## config.mk

```make
export PLATFORM = sky130hd
export DESIGN_NAME = spi_responder
export DESIGN_NICKNAME = d
export VERILOG_FILES = /design/src/rtl/spi_pkg.sv /design/src/rtl/spi_pin_sync.sv /design/src/rtl/spi_responder.sv
export SDC_FILE = /design/constraint.sdc
export NUM_CORES = 1
export LEC_CHECK = 0
export ABC_AREA = 1
export BUFFER_PORTS_ARGS = -buffer_cell sky130_fd_sc_hd__buf_2
export CAP_MARGIN = 5
export CORE_MARGIN = 5
export CORE_UTILIZATION = 59
export DETAILED_ROUTE_END_ITERATION = 16
export HOLD_SLACK_MARGIN = 0.05
export PLACE_DENSITY = 0.78
export SYNTH_ARGS = -nofsm -noshare
export SYNTH_HDL_FRONTEND = slang
export SYNTH_SLANG_ARGS = --single-unit
```

## constraint.sdc

```tcl
create_clock -name clk -period 2.7 [get_ports clk]
set_input_delay 0.135 -clock clk [delete_from_list [all_inputs] [get_ports clk]]
set_output_delay 0.135 -clock clk [all_outputs]
set_load 0.02 [all_outputs]
```

## src/rtl/spi_pkg.sv

```systemverilog
// Shared types and bus-mode constants for the SPI responder.
`timescale 1ns/1ps
package spi_pkg;

  typedef enum logic {IDLE, ACTIVE} spi_state_e;

  localparam bit SPI_CPOL = 1'b0;
  localparam bit SPI_CPHA = 1'b0;

endpackage

```

## src/rtl/spi_pin_sync.sv

```systemverilog
// Multi-flop synchroniser for one asynchronous SPI pin, plus one history flop for edge detection.
`timescale 1ns/1ps
module spi_pin_sync #(
  parameter int SYNC_FF = 2,
  parameter bit RST_VAL = 1'b0
) (
  input  logic clk,
  input  logic rst,
  input  logic pin,
  output logic level,
  output logic rise,
  output logic fall
);

  logic [SYNC_FF-1:0] sync_q;
  logic               hist_q;

  always_ff @(posedge clk) begin
    if (rst) begin
      sync_q <= {SYNC_FF{RST_VAL}};
      hist_q <= RST_VAL;
    end else begin
      sync_q <= {sync_q[SYNC_FF-2:0], pin};
      hist_q <= sync_q[SYNC_FF-1];
    end
  end

  assign level = sync_q[SYNC_FF-1];
  assign rise  = sync_q[SYNC_FF-1] & ~hist_q;
  assign fall  = ~sync_q[SYNC_FF-1] & hist_q;

endmodule

```

## src/rtl/spi_responder.sv

```systemverilog
// SPI mode-0 responder: oversamples sclk/cs_n/mosi in the clk domain, receives and
// transmits DATA_W-bit words MSB first, several words per cs_n frame, one-entry tx buffer.
`timescale 1ns/1ps
module spi_responder
  import spi_pkg::*;
#(
  parameter int DATA_W  = 8,
  parameter int SYNC_FF = 2
) (
  input  logic              clk,
  input  logic              rst,
  input  logic              sclk,
  input  logic              cs_n,
  input  logic              mosi,
  output logic              miso,
  output logic              miso_oe,
  input  logic [DATA_W-1:0] tx_data,
  input  logic              tx_valid,
  output logic              tx_ready,
  output logic [DATA_W-1:0] rx_data,
  output logic              rx_valid,
  output logic              tx_underrun,
  output logic              frame_err,
  output logic              busy
);

  localparam int CNT_W = (DATA_W > 2) ? $clog2(DATA_W) : 1;
  localparam logic [CNT_W-1:0] LAST_BIT = CNT_W'(DATA_W - 1);

  logic sclk_lvl, sclk_rise, sclk_fall;
  logic cs_lvl, cs_rise, cs_fall;
  logic mosi_s, mosi_rise, mosi_fall;
  logic sync_unused;

  spi_pin_sync #(.SYNC_FF(SYNC_FF), .RST_VAL(1'b0)) u_sync_sclk (
    .clk(clk), .rst(rst), .pin(sclk),
    .level(sclk_lvl), .rise(sclk_rise), .fall(sclk_fall)
  );

  // Chain and history both reset low: a cs_n already low when reset releases shows no
  // fall, so the responder waits for a fresh select instead of joining a frame midway.
  spi_pin_sync #(.SYNC_FF(SYNC_FF), .RST_VAL(1'b0)) u_sync_cs (
    .clk(clk), .rst(rst), .pin(cs_n),
    .level(cs_lvl), .rise(cs_rise), .fall(cs_fall)
  );

  spi_pin_sync #(.SYNC_FF(SYNC_FF), .RST_VAL(1'b0)) u_sync_mosi (
    .clk(clk), .rst(rst), .pin(mosi),
    .level(mosi_s), .rise(mosi_rise), .fall(mosi_fall)
  );

  assign sync_unused = sclk_lvl | cs_lvl | mosi_rise | mosi_fall;

  spi_state_e        state, state_nx;
  logic [CNT_W-1:0]  bit_cnt;
  logic [DATA_W-1:0] rx_sh, tx_sh, tx_buf;
  logic              buf_full, reload_pend;

  logic              smp_edge, shf_edge;
  logic              start_frame, end_frame, do_rise, do_fall, do_load;
  logic [DATA_W-1:0] rx_nx;

  // Mode 0 and mode 3 sample on the rising sclk edge and shift on the falling one.
  assign smp_edge = (SPI_CPOL == SPI_CPHA) ? sclk_rise : sclk_fall;
  assign shf_edge = (SPI_CPOL == SPI_CPHA) ? sclk_fall : sclk_rise;

  always_comb begin
    state_nx    = state;
    start_frame = 1'b0;
    end_frame   = 1'b0;
    do_rise     = 1'b0;
    do_fall     = 1'b0;
    case (state)
      IDLE: begin
        if (cs_fall) begin
          state_nx    = ACTIVE;
          start_frame = 1'b1;
        end
      end
      ACTIVE: begin
        if (cs_rise) begin
          state_nx  = IDLE;
          end_frame = 1'b1;
        end else begin
          do_rise = smp_edge;
          do_fall = shf_edge;
        end
      end
      default: state_nx = IDLE;
    endcase
  end

  assign do_load = start_frame | (do_fall & reload_pend);
  assign rx_nx   = {rx_sh[DATA_W-2:0], mosi_s};

  always_ff @(posedge clk) begin
    if (rst) state <= IDLE;
    else     state <= state_nx;
  end

  always_ff @(posedge clk) begin
    if (rst) begin
      bit_cnt     <= '0;
      rx_sh       <= '0;
      tx_sh       <= '0;
      tx_buf      <= '0;
      buf_full    <= 1'b0;
      reload_pend <= 1'b0;
      rx_data     <= '0;
      rx_valid    <= 1'b0;
      tx_underrun <= 1'b0;
      frame_err   <= 1'b0;
    end else begin
      rx_valid    <= 1'b0;
      tx_underrun <= 1'b0;
      frame_err   <= 1'b0;

      // A load consumes the buffer state as it was before this edge.
      if (do_load) begin
        if (buf_full) begin
          tx_sh <= tx_buf;
        end else begin
          tx_sh       <= '0;
          tx_underrun <= 1'b1;
        end
      end else if (do_fall) begin
        tx_sh <= tx_sh << 1;
      end

      if (do_load && buf_full) begin
        buf_full <= 1'b0;
      end else if (tx_valid && !buf_full) begin
        buf_full <= 1'b1;
        tx_buf   <= tx_data;
      end

      if (start_frame || end_frame) begin
        bit_cnt     <= '0;
        reload_pend <= 1'b0;
        frame_err   <= end_frame && (bit_cnt != '0);
      end else if (do_rise) begin
        rx_sh <= rx_nx;
        if (bit_cnt == LAST_BIT) begin
          bit_cnt     <= '0;
          rx_data     <= rx_nx;
          rx_valid    <= 1'b1;
          reload_pend <= 1'b1;
        end else begin
          bit_cnt <= bit_cnt + CNT_W'(1);
        end
      end else if (do_fall) begin
        reload_pend <= 1'b0;
      end
    end
  end

  assign busy     = (state == ACTIVE);
  assign miso_oe  = (state == ACTIVE);
  assign miso     = (state == ACTIVE) & tx_sh[DATA_W-1];
  assign tx_ready = ~buf_full;

endmodule

```

==> results.cfg <==
[setup_path]
timing.rr.end = rx_data[6]
rr_startpoint = u_sync_cs.hist_q
arrival_ns = 1.97
worst_setup_path_end_kind = register
r2r_cells = 7
crit_family = simple AND/OR/NAND/NOR gates
slowest_stage = nor2_4
path_common_cell = nand2_1
path_buf_inv = 1
required_ns = 2.97
worstPathMaxFanout = 20
r2r_slack_ns = 1.0
cp-start-kind = register
criticalPathCategory = reg -> reg
cp_cell_sequence = inv_1, nand2_2, nand4_2, nor2_4, nand2_1, nand2_1, nor2_1
max_stage_delay_ns = 0.46

[cts]
clk_path_buf_depth = 2
cts_tree = built
post_cts_buffers = 0
htree_levels = 2
cts_buffers = 5
clk_pin_slew_ns = 0.12
clock-sinks = 48
cts_root_buffer = clkbuf_4
cts-resized-gates = 0
clock_latency_ns = 0.36

[routing]
drt_first_pass_iters = 5
via_per_inst = 4.676
drc = 0
num_vias = 1618
dr.first_iter.drc_count = 171
wl_per_cell_microns = 10.53
drt-total-wl_mm = 3.645
ant_nets = 0

[synth]
synth_top_area_share = 0.4929
synth.area.top_cells = dfxtp_1, nand2_1, nor2_1
synth_area_sq_um = 1949
ys_types = 20
synth_warnings = 0
synth_cells = 265
synth_fp_nets = 282
synth_area_leader_cell = dfxtp_1
ys_ff_latch = 48
syn-mean-instance-area_sq_um = 7.356
yosysSeqAreaShare = 0.4929

[finish]
final_area_sq_um = 2248
drive_gt1_frac = 0.1424
syn2layout_area_growth_pct = 15.34
diodes = 0
finalNetCount = 318

[sta]
skew_ns = 0.004315
max-slew-margin-rel = 0.6621
fin_crit_sh = 0.6312
worstMarginPinSlew_ns = 0.5063
slew_viol_final = 0
max_freq_ghz = 0.5867
period_needed_ns = 1.704
setup_viol = 0
fin_setup_tns_ns = 0
rsz0062_at_grt = false
hold_viol = 0
fin_hold_ws_ns = 0.08670

[global_routing]
grt_pass1_vias = 1531
grt_max_degree = 21
grt_pass1_wl_mm = 6.520
busiest_layer = met2
use_met3 = 0.05491
grt-ovfl-total = 0
grtUsageMet2 = 0.3220
met1_usage = 0.2256
antenna_found_initial = 0
grt_use_total = 0.1898

[die]
start_util = 0.6282
die_h_microns = 67.48
die_w_microns = 67.48
rows = 20
die-area_sq_um = 4554
io_pins = 29
fp.coreArea_sq_um = 3103

[worst_hold_path]
holdPathEnd = tx_sh[0]
min_from = rst
hold_path.class = in -> reg
whs_path_depth = 2

[pwr]
power.density_nw_per_um2 = 523.4
p_leak_nw = 1.047
ir_drop_uv = 484.8

[placement]
dp_hpwl_mm = 2.431
place.gp.congestion = 0.7751
dpl_cell_area_sq_um = 2079
portBuffers = 28

[job]
cap_violations = 0

[outcome]
status = finished, final reports clean
==> per-stage QoR <==
stage	utilization	std cells	power [mW]	worst slack, ns
floorplan	-	265	0.8163	1.381
global placement	0.6702	327	0.8364	1.078
detailed placement	0.6702	327	0.8384	1.020
CTS	0.7246	346	1.189	0.9922
global route	0.7246	346	1.241	0.7276
finish	0.7246	346	1.177	0.9957
==> layout make-up <==
class / instances / area [sq um]
sequential: 48 / 960.9
clock buffer: 8 / 58.81
timing repair buffer: 40 / 257.7
fill: 278 / 854.6
inverter: 38 / 142.6
tap: 44 / 55.05
multi-input combinational: 168 / 773.2
==> layer usage <==
| layer | vias to the layer above | share of wire |
|---|---|---|
| li1 | 886 | - |
| met1 | 707 | 0.47 |
| met2 | 19 | 0.48 |
| met3 | 6 | 0.037 |
| met4 | 0 | 0.014 |
| met5 | - | 0 |
==> synth_stat cells (all sizes together) <==
library cell  count
nand3b            1
nand3            18
o21ai            18
clkbuf            5
buf               6
nor2             50
dfxtp            48
ha                3
inv              38
nand2            57
nand4             1
a21oi            20
==> how the worst max path moves through the flow <==
stage,startpoint,endpoint,slack [ns],cells past startpoint
2_1_floorplan,busy,tx_sh[1],1.38,6
3_3_place_gp,busy,rx_data[1],1.08,5
3_5_place_dp,u_sync_cs.hist_q,rx_data[6],1.02,7
4_1_cts,busy,rx_data[6],0.99,5
5_1_grt,u_sync_cs.hist_q,rx_data[6],0.73,7
6_report,u_sync_cs.hist_q,rx_data[6],1.0,7
==> cell families after synthesis <==
| logic type | Yosys count | synth area share |
|---|---|---|
| AOI/OAI and AO/OA | 38 | 0.09949 |
| DFF | 48 | 0.4929 |
| and+or+nand+nor | 127 | 0.2779 |
| buffers and inverters | 49 | 0.1104 |
| adders and majority gates | 3 | 0.01926 |
==> flip-flops by register name (all words and copies together) (netlist names), 2 cells and up <==
register	count
rx_data	8
tx_buf	8
tx_sh	8
rx_sh	7
bit_cnt	3
u_sync_cs.sync_q	2
u_sync_mosi.sync_q	2
u_sync_sclk.sync_q	2
==> report_power, final <==
| part | total, mW | switching [mW] | internal [mW] |
|---|---|---|---|
| logic | 0.0958 | 0.0541 | 0.0417 |
| clock network | 0.340 | 0.211 | 0.129 |
| registers | 0.741 | 0.0123 | 0.728 |
| total | 1.18 | 0.278 | 0.899 |
==> repair_timing <==
item                                   4_1_cts  5_1_grt
setup endpoints to repair                    0        0
endpoints found under the hold margin       11        0
hold buffers                                11        0
==> placed cells by master, fill, tap and decap left out, drive strengths merged <==
cell type	Yosys	final
nand2	57	57
nand3b	1	1
nor2	50	50
dfxtp	48	48
dlygate4sd3	0	11
inv	38	38
ha	3	3
buf	6	29
nand4	1	1
clkbuf	5	8
o21ai	18	18
a21oi	20	20
nand3	18	18
No activity file was read; power rests on OpenSTA's default activity.
